$ cat src/rtl/load_store_unit.sv
// RV32I load/store unit: one outstanding access, single-beat memory handshake and a cycle timeout.
// Build option: define LSU_MISALIGN_TRAP_EN to turn misaligned half/word accesses into error responses.
module load_store_unit #(
    parameter int unsigned TIMEOUT = 15
) (
    input  logic        clk,
    input  logic        rst,
    input  logic        req_valid,
    output logic        req_ready,
    input  logic        req_we,
    input  logic [2:0]  req_funct3,
    input  logic [31:0] req_addr,
    input  logic [31:0] req_wdata,
    output logic        rsp_valid,
    output logic [31:0] rsp_rdata,
    output logic        rsp_err,
    output logic        mem_valid,
    input  logic        mem_ready,
    output logic        mem_we,
    output logic [3:0]  mem_be,
    output logic [31:0] mem_addr,
    output logic [31:0] mem_wdata,
    input  logic        mem_rvalid,
    input  logic [31:0] mem_rdata
);

    typedef enum logic [1:0] {
        IDLE  = 2'd0,
        ISSUE = 2'd1,
        WAIT  = 2'd2,
        RESP  = 2'd3
    } state_t;

    localparam logic [7:0] TMO_C = TIMEOUT[7:0];

    state_t      state_r;
    logic        we_r;
    logic [2:0]  funct3_r;
    logic [1:0]  off_r;
    logic [7:0]  cnt_r;
    logic        ready_r;
    logic        mem_valid_r;
    logic        mem_we_r;
    logic [3:0]  mem_be_r;
    logic [31:0] mem_addr_r;
    logic [31:0] mem_wdata_r;
    logic        rsp_valid_r;
    logic [31:0] rsp_rdata_r;
    logic        rsp_err_r;

    logic        req_ok_s;
    logic        misalign_s;
    logic        start_ok_s;
    logic        hit_s;
    logic        tmo_s;

    function automatic logic f3_legal(input logic we, input logic [2:0] f3);
        logic ok;
        case (f3)
            3'b000, 3'b001, 3'b010: ok = 1'b1;
            3'b100, 3'b101:         ok = ~we;
            default:                ok = 1'b0;
        endcase
        return ok;
    endfunction

    // Halves only look at addr[1], words at neither address bit.
    function automatic logic [1:0] lane_off(input logic [1:0] size, input logic [1:0] off);
        logic [1:0] lo;
        case (size)
            2'b00:   lo = off;
            2'b01:   lo = {off[1], 1'b0};
            default: lo = 2'b00;
        endcase
        return lo;
    endfunction

    function automatic logic [3:0] be_f(input logic we, input logic [1:0] size, input logic [1:0] off);
        logic [3:0] be;
        if (!we) begin
            be = 4'b1111;
        end else begin
            case (size)
                2'b00:   be = 4'b0001 << off;
                2'b01:   be = 4'b0011 << {off[1], 1'b0};
                default: be = 4'b1111;
            endcase
        end
        return be;
    endfunction

    function automatic logic [31:0] wdata_f(input logic [1:0] size, input logic [31:0] d);
        logic [31:0] w;
        case (size)
            2'b00:   w = {4{d[7:0]}};
            2'b01:   w = {2{d[15:0]}};
            default: w = d;
        endcase
        return w;
    endfunction

    function automatic logic [31:0] load_f(input logic [2:0] f3, input logic [1:0] off,
                                           input logic [31:0] word);
        logic [31:0] lane;
        logic [31:0] res;
        lane = word >> {lane_off(f3[1:0], off), 3'b000};
        case (f3)
            3'b000:  res = {{24{lane[7]}}, lane[7:0]};
            3'b001:  res = {{16{lane[15]}}, lane[15:0]};
            3'b100:  res = {24'd0, lane[7:0]};
            3'b101:  res = {16'd0, lane[15:0]};
            default: res = lane;
        endcase
        return res;
    endfunction

    // Request legality plus the per-cycle handshake and timeout conditions
    always_comb begin
        req_ok_s   = f3_legal(req_we, req_funct3);
        misalign_s = 1'b0;
`ifdef LSU_MISALIGN_TRAP_EN
        if (req_funct3[1:0] == 2'b01) begin
            misalign_s = req_addr[0];
        end else if (req_funct3[1:0] == 2'b10) begin
            misalign_s = |req_addr[1:0];
        end else begin
            misalign_s = 1'b0;
        end
`endif
        start_ok_s = req_ok_s & ~misalign_s;
        hit_s      = mem_valid_r & mem_ready;
        tmo_s      = (cnt_r + 8'd1) == TMO_C;
    end

    // Transaction FSM with all outputs registered alongside the state
    always_ff @(posedge clk) begin
        if (rst) begin
            state_r     <= IDLE;
            we_r        <= 1'b0;
            funct3_r    <= 3'd0;
            off_r       <= 2'd0;
            cnt_r       <= 8'd0;
            ready_r     <= 1'b1;
            mem_valid_r <= 1'b0;
            mem_we_r    <= 1'b0;
            mem_be_r    <= 4'd0;
            mem_addr_r  <= 32'd0;
            mem_wdata_r <= 32'd0;
            rsp_valid_r <= 1'b0;
            rsp_rdata_r <= 32'd0;
            rsp_err_r   <= 1'b0;
        end else begin
            case (state_r)
                IDLE: begin
                    if (req_valid && ready_r) begin
                        we_r     <= req_we;
                        funct3_r <= req_funct3;
                        off_r    <= req_addr[1:0];
                        ready_r  <= 1'b0;
                        if (start_ok_s) begin
                            state_r     <= ISSUE;
                            cnt_r       <= 8'd0;
                            mem_valid_r <= 1'b1;
                            mem_we_r    <= req_we;
                            mem_be_r    <= be_f(req_we, req_funct3[1:0], req_addr[1:0]);
                            mem_addr_r  <= {req_addr[31:2], 2'b00};
                            mem_wdata_r <= req_we ? wdata_f(req_funct3[1:0], req_wdata) : 32'd0;
                        end else begin
                            state_r     <= RESP;
                            rsp_valid_r <= 1'b1;
                            rsp_err_r   <= 1'b1;
                            rsp_rdata_r <= 32'd0;
                        end
                    end
                end
                ISSUE: begin
                    if (hit_s || tmo_s) begin
                        mem_valid_r <= 1'b0;
                        mem_we_r    <= 1'b0;
                        mem_be_r    <= 4'd0;
                        mem_addr_r  <= 32'd0;
                        mem_wdata_r <= 32'd0;
                    end
                    // A store completes on acceptance; a load still needs its data beat.
                    if (hit_s && we_r) begin
                        state_r     <= RESP;
                        rsp_valid_r <= 1'b1;
                        rsp_err_r   <= 1'b0;
                        rsp_rdata_r <= 32'd0;
                    end else if (tmo_s) begin
                        state_r     <= RESP;
                        rsp_valid_r <= 1'b1;
                        rsp_err_r   <= 1'b1;
                        rsp_rdata_r <= 32'd0;
                    end else if (hit_s) begin
                        state_r <= WAIT;
                        cnt_r   <= cnt_r + 8'd1;
                    end else begin
                        cnt_r <= cnt_r + 8'd1;
                    end
                end
                WAIT: begin
                    if (mem_rvalid) begin
                        state_r     <= RESP;
                        rsp_valid_r <= 1'b1;
                        rsp_err_r   <= 1'b0;
                        rsp_rdata_r <= load_f(funct3_r, off_r, mem_rdata);
                    end else if (tmo_s) begin
                        state_r     <= RESP;
                        rsp_valid_r <= 1'b1;
                        rsp_err_r   <= 1'b1;
                        rsp_rdata_r <= 32'd0;
                    end else begin
                        cnt_r <= cnt_r + 8'd1;
                    end
                end
                RESP: begin
                    state_r     <= IDLE;
                    ready_r     <= 1'b1;
                    rsp_valid_r <= 1'b0;
                    rsp_err_r   <= 1'b0;
                    rsp_rdata_r <= 32'd0;
                end
                default: begin
                    state_r     <= IDLE;
                    ready_r     <= 1'b1;
                    mem_valid_r <= 1'b0;
                    rsp_valid_r <= 1'b0;
                    rsp_err_r   <= 1'b0;
                    rsp_rdata_r <= 32'd0;
                end
            endcase
        end
    end

    // ready_r sits at 1 through reset so acceptance resumes the first cycle rst is low.
    assign req_ready = ready_r & ~rst;
    assign rsp_valid = rsp_valid_r;
    assign rsp_rdata = rsp_rdata_r;
    assign rsp_err   = rsp_err_r;
    assign mem_valid = mem_valid_r;
    assign mem_we    = mem_we_r;
    assign mem_be    = mem_be_r;
    assign mem_addr  = mem_addr_r;
    assign mem_wdata = mem_wdata_r;

endmodule
$ cat config.mk
export PLATFORM = sky130hd
export DESIGN_NAME = load_store_unit
export DESIGN_NICKNAME = d
export VERILOG_FILES = /design/src/rtl/load_store_unit.sv
export SDC_FILE = /design/constraint.sdc
export NUM_CORES = 1
export LEC_CHECK = 0
export ABC_AREA = 1
export BUFFER_PORTS_ARGS = -buffer_cell sky130_fd_sc_hd__buf_4
export CORE_ASPECT_RATIO = 1.25
export CORE_MARGIN = 4
export CORE_UTILIZATION = 40
export CTS_BUF_LIST = sky130_fd_sc_hd__clkbuf_8
export DETAILED_ROUTE_END_ITERATION = 10
export PLACE_DENSITY = 0.7
export SYNTH_ARGS = -nofsm -noshare
export SYNTH_HDL_FRONTEND = slang
export SYNTH_SLANG_ARGS = --single-unit
$ cat constraint.sdc
create_clock -name clk -period 2.1 [get_ports clk]
set_input_delay 0.525 -clock clk [delete_from_list [all_inputs] [get_ports clk]]
set_output_delay 0.525 -clock clk [all_outputs]
set_load 0.005 [all_outputs]
== Yosys cells after proc, flatten, opt, wreduce, memory -nomap -nowiden ==
Index checks and enable logic that the tools add are counted.
Operators by class
  bitwise gates (word level): 4
  add/subtract/negate cells: 1
  shift-type cells: 3
  multiplexer cells: 60
  eq/ne operators: 21
  reductions and logical operators: 19
Operator list (number)
  2-to-1 mux 32 bit: 11
  case mux 32 bit (4 select lines): 2
  case mux 32 bit (2 select lines): 3
  2-to-1 mux 8 bit: 5
  >> shifter 32 x 5 -> 32 bit: 1
  case mux 8 bit (3 select lines): 1
  2-to-1 mux 2 bit: 10
  2-to-1 mux 4 bit: 4
  case mux 4 bit (2 select lines): 2
  2-to-1 mux 1 bit: 14
  == test 3 bit, second input constant: 4
  inequality test 2 bit, second input constant: 6
  adder 8 x 1 -> 8 bit, second input constant: 1
  == test 8 x 4 -> 1 bit, second input constant: 1
  case mux 1 bit (2 select lines): 4
  case mux 1 bit (4 select lines): 2
  case mux 2 bit (4 select lines): 1
  == test 2 x 1 -> 1 bit, second input constant: 3
  == test 3 x 1 -> 1 bit, second input constant: 2
  zero test 2 bit: 3
  zero test 3 bit: 2
  AND reduction 2 bit: 3
  AND reduction 5 bit: 1
  == test 2 bit, second input constant: 2
  16 further kinds: 20
Storage, ports and cells
  register bits: 121
  word-level logic and storage cells: 122

== Depth between registers and ports, before layout ==
Gate-level depths: netlist (run 1).
  depth in word-level cells: 9
  depth in mapped cells: 14

== Least setup slack after synthesis (run 1) ==
OpenSTA, ideal clock, no wires.
  path type: register -> register
  from: reg state_r[0]
  to: reg cnt_r[1]
  stages on the path, launching flop included: 11
  path buffers: 0
  arrival: 1892 ps
  slack: 138 ps
  data required time: 2030 ps
  period minus slack after synthesis: 1962 ps
  path through: dfxtp_1 -> inv_1 -> ha_1 -> clkinv_1 -> nand2_1 -> o211ai_1 -> nor2_1 -> o21ai_2 -> inv_1 -> nand2_1 -> a21oi_1
Between the ends
  word-level cells in the longest chain between the ends: 3
  elaborated cells between the ends (all ways): 10
Ends and longest elaborated chain
  from (decl): RTL line 36  | state_t state_r;
  from (signal assigned): RTL line 138  | state_r <= IDLE;
  from (signal assigned): RTL line 161  | state_r <= ISSUE;
  from (signal assigned): RTL line 169  | state_r <= RESP;
  == test 2 x 1 -> 1 bit (tied with other cells): RTL line 153  | case (state_r)
  inequality test 2 bit (no line) / nonzero test 3 bit (equally long branches)
  AND reduction 5 bit (no line)
  to (signal assigned): RTL line 197  | cnt_r <= cnt_r + 8'd1;
  to (signal assigned): RTL line 199  | cnt_r <= cnt_r + 8'd1;
  to (signal assigned): RTL line 214  | cnt_r <= cnt_r + 8'd1;
  to (decl): RTL line 40  | logic [7:0] cnt_r;
Several ways; a longest one is shown, not always the timed one.
A chain may end at the register's enable or synchronous reset.

== Worst setup path in the final report (run 1) ==
  from: reg state_r[0]
  to: reg mem_addr_r[27], in the netlist mem_addr[27]
Between the ends
  word-level cells in the longest chain between the ends: 3
  elaborated cells between the ends (all ways): 8
Ends and longest elaborated chain
  == test 2 x 1 -> 1 bit / zero test 2 bit (equally long branches): RTL line 153
  inequality test 2 bit (no line) / nonzero test 2 bit (equally long branches)
  AND reduction 4 bit (no line)
  to (signal assigned): RTL line 166  | mem_addr_r <= {req_addr[31:2], 2'b00};
  to (decl): RTL line 45  | logic [31:0] mem_addr_r;
Several ways; a longest one is shown, not always the timed one.

==> impl_metrics.csv, run 1 <==
group,metric,value,unit
power,peakVddDrop,563.5,uV
power,swShare,40.34,%
clock_tree,clock_sinks,119,
route,post_drt_wl_per_cell,14.93,um
hold_path,hold_depth,3,
setup_path,arrival,2.25,ns
logic_synthesis,synth_cell_type_count,34,
power,internal-power,0.005646,W
logic_synthesis,avgSynthCellArea,6.894,sq um
timing,fmax,0.5303,GHz
route,drt_iter0_markers,434,
run,cap_violations,0,
clock_tree,cts_made_buffers,17,
clock_tree,tritoncts,"yes",
global_routing,grt_usage,21.79,%
logic_synthesis,synth_cells,808,
floorplanning,start_util,41.36,%
logic_synthesis,synthAdderAreaFrac,1.348,%
timing,setup_tns,0,ns
logic_synthesis,ys_seq_area_share,42.77,%
route,vias,6042,
timing,period_minus_slack,1.886,ns
power,leakage,3.453,nW
layout,drive_gt1_share,28.94,%
layout,areaGrowthSynthToFinish,40.81,%
setup_path,end_kind,"flop",
floorplanning,die-width,113.6,um
global_routing,first_global_vias,5653,
layout,nFillCells,1304,
logic_synthesis,synth-seq-cells,119,
setup_path,cpPeakStageDelay,0.37,ns
timing,setup_violations,0,
clock_tree,cts-htree-levels,4,
timing,min_period_over_period,89.79,%
route,viasPerCell,5.018,
global_routing,antenna_found_initial,0,
setup_path,r2r_cells,12,
clock_tree,cts-hold-fix-buffers,0,
placed_design,place_congestion,0.8883,
timing,setup_slack,0.2144,ns
route,drtAntennaViolNets,0,
setup_path,crit_chain,"inv_1, ha_2, inv_2, nor2_1, inv_2, o21ai_2, nor2_4, nand2_1, inv_2, clkbuf_16, nand2_1, a21oi_1",
power,pwr-share-clk,22.3,%
timing,rsz0062_at_grt,"no",
setup_path,critical_path.max_fanout,17,
power,combPwrFrac,46.5,%
outcome,run_status,"finished, final reports clean",
power,power_frac_seq,31.2,%
timing,hold_viol,0,
timing,finalClockSkew,0.01586,ns
floorplanning,die_height,139.9,um
setup_path,crit_required,2.46,ns
logic_synthesis,synth_top_family_by_area,"simple AND/OR/NAND/NOR gates",
floorplanning,dieArea,0.01589,sq mm
logic_synthesis,synth-compound-area-share,20.80,%
power,powerDensity,1206,mW/mm^2
route,drt-total-wl,17980,um
setup_path,cpMaxStageDelayCell,"dfxtp_2",
clock_tree,root_buffer,"clkbuf_8",
clock_tree,clockBufferDepth,2,
logic_synthesis,synth_area,0.005570,sq mm
global_routing,grt-ovfl-total,0,
logic_synthesis,yosys_warnings,0,
logic_synthesis,synth_mux_area_share,0.3594,%
placed_design,pre_cts_ws,0.1202,ns
clock_tree,clock_latency,0.43,ns
hold_path,hold_path.class,"in2reg",
floorplanning,coreArea,0.01347,sq mm
route,first_pass_iters,6,
floorplanning,num_rows,47,
setup_path,crit_type,"reg2reg",
setup_path,startpoint_type,"flop",
route,drc_errors,0,
logic_synthesis,synth-xor-area-share,0,%
floorplanning,boundaryPins,210,
clock_tree,path_clk_slew,0.09,ns
layout,antenna_cells,0,
global_routing,grt_max_degree,96,
placed_design,io_buffers,207,
setup_path,crit_top_cell,"inv_2",
timing,slew_viol_final,0,
power,p_sw,0.003817,W
global_routing,grt_pass1_wl,27840,um
logic_synthesis,synthSimpleGateAreaFrac,26.80,%
placed_design,hpwl,13280,um
layout,nNetsFinal,1131,
## layout by cell type, fill, tap and decap left out, types with 4 or more instances in the layout
cell type and count:
nor2_1 46, nand2_1 271, clkbuf_8 17, inv_1 50
o22ai_1 4, buf_4 228, buf_12 6, a21oi_1 132
ha_1 4, inv_2 9, nand3_1 16, o21ai_0 61
dfxtp_1 116, o211ai_1 14, clkinv_4 4, nand4_1 6
## per-layer routing
metal / part of all wire (%) / up-vias / global-route usage [%]
li1: - / 3055 / -
met1: 39 / 2717 / 25.34
met2: 49 / 248 / 37.29
met3: 10 / 22 / 7.852
met4: 1.5 / 0 / 6.582
met5: 0 / - / 0
## metrics by stage
stage	std cells	hold WS, ns	total power [W]	utilization (%)	cell area (sq um)
4_1_cts	1200	0.3203	0.009392	57.80	7784
3_3_place_gp	1168	0.4388	0.007220	54.81	7381
2_1_floorplan	809	0.4297	0.005483	-	5574
6_report	1204	0.3415	0.009463	58.25	7844
3_5_place_dp	1168	0.4507	0.007247	54.81	7381
5_1_grt	1204	0.3176	0.01013	58.25	7844
## timing repair
| item | CTS | global route |
|---|---|---|
| gates resized for setup | 0 | 7 |
| buffers inserted | 0 | 3 |
| hold endpoints to repair | 0 | 0 |
| setup endpoints to repair | 0 | 109 |
## layout make-up
type / count / area [sq um] / share of cell area (%)
inverters: 59 / 221.5 / 2.823
multi-input cells: 588 / 2763 / 35.22
clock inverters: 15 / 168.9 / 2.153
repair buffers: 235 / 1857 / 23.67
flip-flops and latches: 119 / 2386 / 30.42
well taps: 171 / 214.0 / 2.728
clock buffers: 17 / 234.0 / 2.983
## power groups by stage
stage	clock network, W	registers, W	logic [W]
3_5_place_dp	0	0.00299	0.00426
2_1_floorplan	0	0.00302	0.00247
6_report	0.00211	0.00296	0.00440
3_3_place_gp	0	0.00299	0.00423
5_1_grt	0.00228	0.00301	0.00484
4_1_cts	0.00216	0.00295	0.00428
## cells by family after synthesis
group,Yosys count
buffers and inverters,102
multiplexers,2
AO/OA/AOI/OAI,220
adder cells (fa/ha/maj),6
flip-flops,119
AND/OR/NAND/NOR,358
other,1
## synth_stat cells, drive strengths merged
cell	number	area, sq um
nand3	21	145.1
nand4	6	37.54
or2	1	6.260
nand2	274	1041
a21oi	132	660.6
nor3	2	26.28
o21ai	66	334.1
a221o	1	10.01
clkbuf	25	93.84
nor2	51	214.0
buf	18	122.6
o211ai	14	105.1
dfxtp	119	2382
o2111ai	1	8.760
inv	58	217.7
o22ai	4	25.02
ha	6	75.07
conb	1	3.750
nand3b	3	22.52
o21bai	2	15.01
clkinv	1	3.750
mux2i	2	20.02
## critical path, delay by kind of cell, from the launching register on
family	cells	cell delay (ns)
buffers and inverters	5	0.58
AND/OR/NAND/NOR	4	0.41
flip-flops	1	0.37
AO/OA/AOI/OAI	2	0.23
adder cells (fa/ha/maj)	1	0.22
## registers in the layout, indices dropped and copies added, names as in the netlist, 2 cells and up
signal and cells:
mem_addr 30, mem_wdata 32, cnt_r 8, mem_be 4, funct3_r 3, state_r 2, rsp_rdata 32, off_r 2
## final timing paths
| check | startpoint | to | slack [ns] |
|---|---|---|---|
| setup / recovery | state_r[0] | mem_addr[27] | 0.21 |
| hold / removal | req_addr[14] | mem_addr[14] | 0.34 |
| setup reg to reg | state_r[0] | mem_addr[27] | 0.21 |
| hold reg to reg | rsp_valid | rsp_valid | 0.46 |
No activity file was read; power rests on OpenSTA's default activity.
==> run 2: changes to the inputs <==
Settings changed: REMOVE_ABC_BUFFERS from default to 1.
==> run 2 against run 1 <==
  * Highest routed layer unchanged
  * Critical endpoint is now mem_addr[28]
  * Largest cell class unchanged
  * Die area stayed put
  * Fmax down 2.7%
  * Non-clock buffer count fell by 2
  * Sequential power barely moved
  * Clock power about the same
  * Sequential share of layout area about the same
==> impl_metrics.csv, run 2 (same netlist as run 1, synthesis figures left out) <==
group,metric,value,unit
clock_tree,clockBufferDepth,2,
clock_tree,clock_sinks,119,
global_routing,grt_pass1_wl,27280,um
setup_path,path_buf_inv,1,
placed_design,hpwl,12210,um
floorplanning,boundaryPins,210,
setup_path,critical_path.max_fanout,33,
power,pwr-share-clk,22.7,%
layout,nNetsFinal,1129,
hold_path,hold_path_end,"cnt_r[5]",
setup_path,startpoint_type,"flop",
layout,nFillCells,1364,
setup_path,end_kind,"flop",
power,swShare,39.21,%
setup_path,cpMaxStageDelayCell,"dfxtp_1",
global_routing,grt-ovfl-total,0,
layout,layout_common_cells,"nand2_1, buf_4, a21oi_1, dfxtp_1, o21ai_0",
layout,final_common_cell,"nand2_1",
power,internal-power,0.005690,W
route,post_drt_wl_per_cell,14.06,um
hold_path,hold_path.class,"in2reg",
timing,finalClockSkew,0.01156,ns
clock_tree,path_clk_slew,0.07,ns
timing,setup_violations,0,
clock_tree,root_buffer,"clkbuf_8",
global_routing,grt_max_degree,80,
timing,setup_tns,0,ns
power,peakVddDrop,702.4,uV
setup_path,crit_chain,"ha_1, nand3_2, o21ai_1, nand2_1, nor2_2, nand3_4, nand3_4, nand2_8, buf_12, nand2_1, a21oi_1",
global_routing,first_global_vias,5779,
layout,areaGrowthSynthToFinish,40.57,%
clock_tree,tritoncts,"yes",
timing,min_period_over_period,92.27,%
hold_path,min-delay-start,"rst",
route,drc_errors,0,
power,combPwrFrac,45.6,%
setup_path,arrival,2.24,ns
floorplanning,die_height,139.9,um
route,drtAntennaViolNets,0,
clock_tree,clock_latency,0.42,ns
run,cap_violations,0,
timing,whs,0.3344,ns
setup_path,r2r_end,"mem_addr[28]",
setup_path,crit_type,"reg2reg",
power,leakage,3.438,nW
setup_path,crit_required,2.40,ns
layout,fin_util,58.14,%
clock_tree,ctsResizeCount,0,
timing,slew_viol_final,0,
setup_path,worstReg2RegStart,"cnt_r[0]",
clock_tree,cts-htree-levels,4,
route,viasPerCell,4.992,
clock_tree,postCtsSetupRepairBufs,0,
timing,hold_viol,0,
route,first_pass_iters,5,
placed_design,io_buffers,207,
floorplanning,dieArea,0.01589,sq mm
power,power_frac_seq,31.7,%
timing,fmax,0.5161,GHz
power,p_sw,0.003670,W
route,drt_iter0_markers,281,
global_routing,grt_usage,20.90,%
clock_tree,cts_made_buffers,17,
placed_design,place_congestion,0.8981,
power,powerDensity,1195,mW/mm^2
layout,drive_gt1_share,28.45,%
setup_path,reg2reg_slack,0.16,ns
timing,period_minus_slack,1.938,ns
timing,rsz0062_at_grt,"no",
floorplanning,die-width,113.6,um
route,vias,5995,
setup_path,cpPeakStageDelay,0.33,ns
outcome,run_status,"finished, final reports clean",
route,drt-total-wl,16890,um
setup_path,cp_top_family,"simple AND/OR/NAND/NOR gates",
floorplanning,coreArea,0.01347,sq mm
timing,setup_slack,0.1624,ns
power,power,0.009360,W
global_routing,antenna_found_initial,0,
floorplanning,start_util,41.36,%
hold_path,hold_depth,2,
layout,antenna_cells,0,
placed_design,pre_cts_ws,0.07545,ns
floorplanning,num_rows,47,
clock_tree,cts-hold-fix-buffers,0,
setup_path,r2r_cells,11,
[run 2: per-layer routing]
layer | global-route usage [%] | vias to the layer above | share of wire, %
met3 | 7.852 | 27 | 9.0
met2 | 35.06 | 211 | 49
met4 | 6.835 | 0 | 2.0
met5 | 0 | - | 0
li1 | - | 3051 | -
met1 | 24.51 | 2706 | 40
[run 2: power by group through the flow]
stage / clock (W) / sequential (W) / combinational, W
4_1_cts: 0.00219 / 0.00296 / 0.00425
2_1_floorplan: 0 / 0.00303 / 0.00215
3_3_place_gp: 0 / 0.00300 / 0.00421
3_5_place_dp: 0 / 0.00300 / 0.00423
6_report: 0.00213 / 0.00296 / 0.00427
5_1_grt: 0.00229 / 0.00302 / 0.00477
[run 2: metrics by stage]
stage          cells  instance area (sq um)
6_report        1201                   7830
5_1_grt         1201                   7830
4_1_cts         1201                   7800
3_5_place_dp    1170                   7396
2_1_floorplan    766                   5358
3_3_place_gp    1170                   7396
[run 2: cell type report]
class	instances	area, sq um	share of cell area (%)
clock buffer	18	247.7	3.164
inverter	59	221.5	2.828
timing repair buffer	233	1824	23.30
sequential	119	2385	30.46
clock inverter	13	156.4	1.997
tap	171	214.0	2.732
multi-input combinational	588	2781	35.52
[run 2: worst max-delay path by stage]
stage / end / cells past startpoint / slack [ns] / start
floorplan: mem_wdata[10] / 9 / -0.06 / state_r[0]
global placement: mem_addr[4] / 12 / 0.16 / state_r[0]
detailed placement: mem_addr[4] / 10 / 0.08 / req_funct3[1]
CTS: mem_wdata[8] / 11 / 0.09 / state_r[1]
global route: mem_addr[11] / 12 / 0.001 / cnt_r[1]
finish: mem_addr[28] / 11 / 0.16 / cnt_r[0]
==> run 3: changes to the inputs <==
==> constraint.sdc (replaced) <==
create_clock -name clk -period 2.1 [get_ports clk]
set_input_delay 0.105 -clock clk [delete_from_list [all_inputs] [get_ports clk]]
set_output_delay 0.105 -clock clk [all_outputs]
set_load 0.005 [all_outputs]
==> run 3 against run 2 <==
  * Combinational power increased by 8.7%
  * First-iteration DRC count grew 22%
  * Total power rose by 3.1%
  * Non-clock buffer count grew 54
  * Sequential share of layout area fell by 2.0 points
  * Critical path type unchanged
  * Clock power shrank 4%
==> impl_metrics.csv, run 3 (same netlist as run 1, synthesis figures left out) <==
group,metric,value,unit
outcome,run_status,"finished, final reports clean",
global_routing,first_global_vias,5893,
timing,period_minus_slack,1.993,ns
power,internal-power,0.005756,W
power,power_frac_seq,30.8,%
clock_tree,clockBufferDepth,2,
global_routing,grt-ovfl-total,0,
timing,setup_violations,0,
floorplanning,coreArea,0.01347,sq mm
layout,final_common_cell,"nand2_1",
timing,fmax,0.5017,GHz
route,drt_iter0_markers,342,
route,drtAntennaViolNets,0,
clock_tree,clock_sinks,119,
setup_path,end_kind,"flop",
hold_path,hold_path.class,"in2reg",
setup_path,r2r_cells,11,
layout,layout_common_cells,"nand2_1, buf_4, a21oi_1, dfxtp_1, o21ai_0",
floorplanning,die_height,139.9,um
setup_path,arrival,2.33,ns
power,powerDensity,1150,mW/mm^2
power,combPwrFrac,48.1,%
timing,worst_pin_slew,0.6072,ns
global_routing,grt_pass1_wl,27920,um
layout,areaGrowthSynthToFinish,50.63,%
floorplanning,num_rows,47,
setup_path,critical_path.max_fanout,23,
timing,hold_viol,0,
placed_design,io_buffers,207,
power,peakVddDrop,636.3,uV
route,viasPerCell,4.927,
global_routing,grt_max_degree,60,
clock_tree,cts_made_buffers,17,
floorplanning,die-width,113.6,um
setup_path,reg2reg_slack,0.11,ns
clock_tree,tritoncts,"yes",
placed_design,hpwl,12060,um
timing,relSlewSlack,59.52,%
power,leakage,3.663,nW
power,pwr-share-clk,21.1,%
clock_tree,cts-htree-levels,4,
global_routing,antenna_found_initial,0,
hold_path,hold_path_end,"mem_wdata[14]",
global_routing,grt.busiest_layer,"met2",
route,post_drt_wl_per_cell,14.47,um
route,drc_errors,0,
power,swShare,40.34,%
clock_tree,clock_latency,0.43,ns
global_routing,met1_usage,25.15,%
setup_path,crit_type,"reg2reg",
global_routing,grt_usage,21.32,%
route,vias,6188,
hold_path,min-delay-start,"req_wdata[14]",
layout,stdcell_area,0.008391,sq mm
route,drt-total-wl,18180,um
timing,finalClockSkew,0.01368,ns
clock_tree,root_buffer,"clkbuf_8",
power,p_sw,0.003892,W
route,first_pass_iters,5,
run,cap_violations,0,
timing,min_period_over_period,94.92,%
global_routing,grt_use_met3,5.824,%
hold_path,hold_depth,3,
layout,nNetsFinal,1183,
global_routing,use_met2,36.83,%
placed_design,placedInstanceArea,0.007353,sq mm
setup_path,worstReg2RegStart,"state_r[1]",
floorplanning,boundaryPins,210,
floorplanning,dieArea,0.01589,sq mm
layout,antenna_cells,0,
timing,whs,0.02927,ns
floorplanning,start_util,41.36,%
placed_design,place_congestion,0.8018,
timing,rsz0062_at_grt,"yes",
setup_path,crit_required,2.44,ns
setup_path,r2r_end,"mem_addr[24]",
layout,drive_gt1_share,27.65,%
clock_tree,path_clk_slew,0.07,ns
setup_path,startpoint_type,"flop",
timing,slew_viol_final,0,
==> run 3: cell types whose count changed in the layout (fill, tap and decap cells not counted), moves of 2 or more <==
cell / change
buf_4: +3
clkbuf_16: +2
clkinv_4: +4
dlygate4sd3_1: +50
nand3_2: -2
==> run 3: worst max-delay path by stage <==
stage / start / to / slack, ns / depth (start not counted)
3_3_place_gp: cnt_r[1] / cnt_r[1] / 0.1 / 10
5_1_grt: state_r[1] / rsp_rdata[23] / -0.006 / 11
2_1_floorplan: state_r[0] / mem_wdata[10] / -0.06 / 9
4_1_cts: state_r[1] / mem_addr[16] / 0.007 / 11
6_report: state_r[1] / mem_addr[24] / 0.11 / 11
3_5_place_dp: state_r[0] / mem_addr[16] / 0.04 / 11
==> run 3: cell type report <==
cell class                 instances  area [sq um]
clock buffer                      17         234.0
clock inverter                    15         156.4
fill                            1221          5076
inverter                          59         226.5
multi-input combinational        588          2798
sequential                       119          2385
tap                              171         214.0
timing repair buffer             287          2377
==> run 3: worst max-delay path: stages, from the launching register on <==
cell and delay [ns]:
dfxtp_2 0.34, inv_1 0.09, ha_2 0.23, inv_2 0.07, nor2_1 0.22, inv_2 0.09, o21ai_2 0.13, nor2_4 0.10
nand2_8 0.15, buf_12 0.19, nand2_1 0.09, a21oi_1 0.18
==> run 3: per-stage QoR <==
step,total power [W],TNS [ns],setup WS [ns],utilization (%),instances
3_5_place_dp,0.007127,0,0.04193,54.60,1166
5_1_grt,0.01033,-0.02197,-0.006057,62.31,1256
4_1_cts,0.009269,0,0.007236,61.22,1248
3_3_place_gp,0.007092,0,0.09673,54.60,1166
6_report,0.009648,0,0.1066,62.31,1256
2_1_floorplan,0.005181,-0.3817,-0.06082,-,766
==> run 3: power groups by stage <==
| stage | combinational (W) | sequential [W] | clock (W) |
|---|---|---|---|
| after floorplan | 0.00215 | 0.00303 | 0 |
| after global routing | 0.00511 | 0.00302 | 0.00220 |
| after global placement | 0.00409 | 0.00300 | 0 |
| after detailed placement | 0.00413 | 0.00300 | 0 |
| final | 0.00464 | 0.00297 | 0.00204 |
| after CTS | 0.00422 | 0.00296 | 0.00209 |
==> run 3: layer usage <==
layer  vias up  share of wire (%)
met5         -                  0
met4         0                1.8
met3        27                7.0
met2       209                 50
met1      2781                 41
li1       3171                  -
==> run 3: timing repair <==
item / CTS / global route
resized for setup: 0 / 12
hold buffers: 50 / 0
setup buffers: 0 / 6
hold endpoints to repair: 50 / 0
setup endpoints to repair: 0 / 80
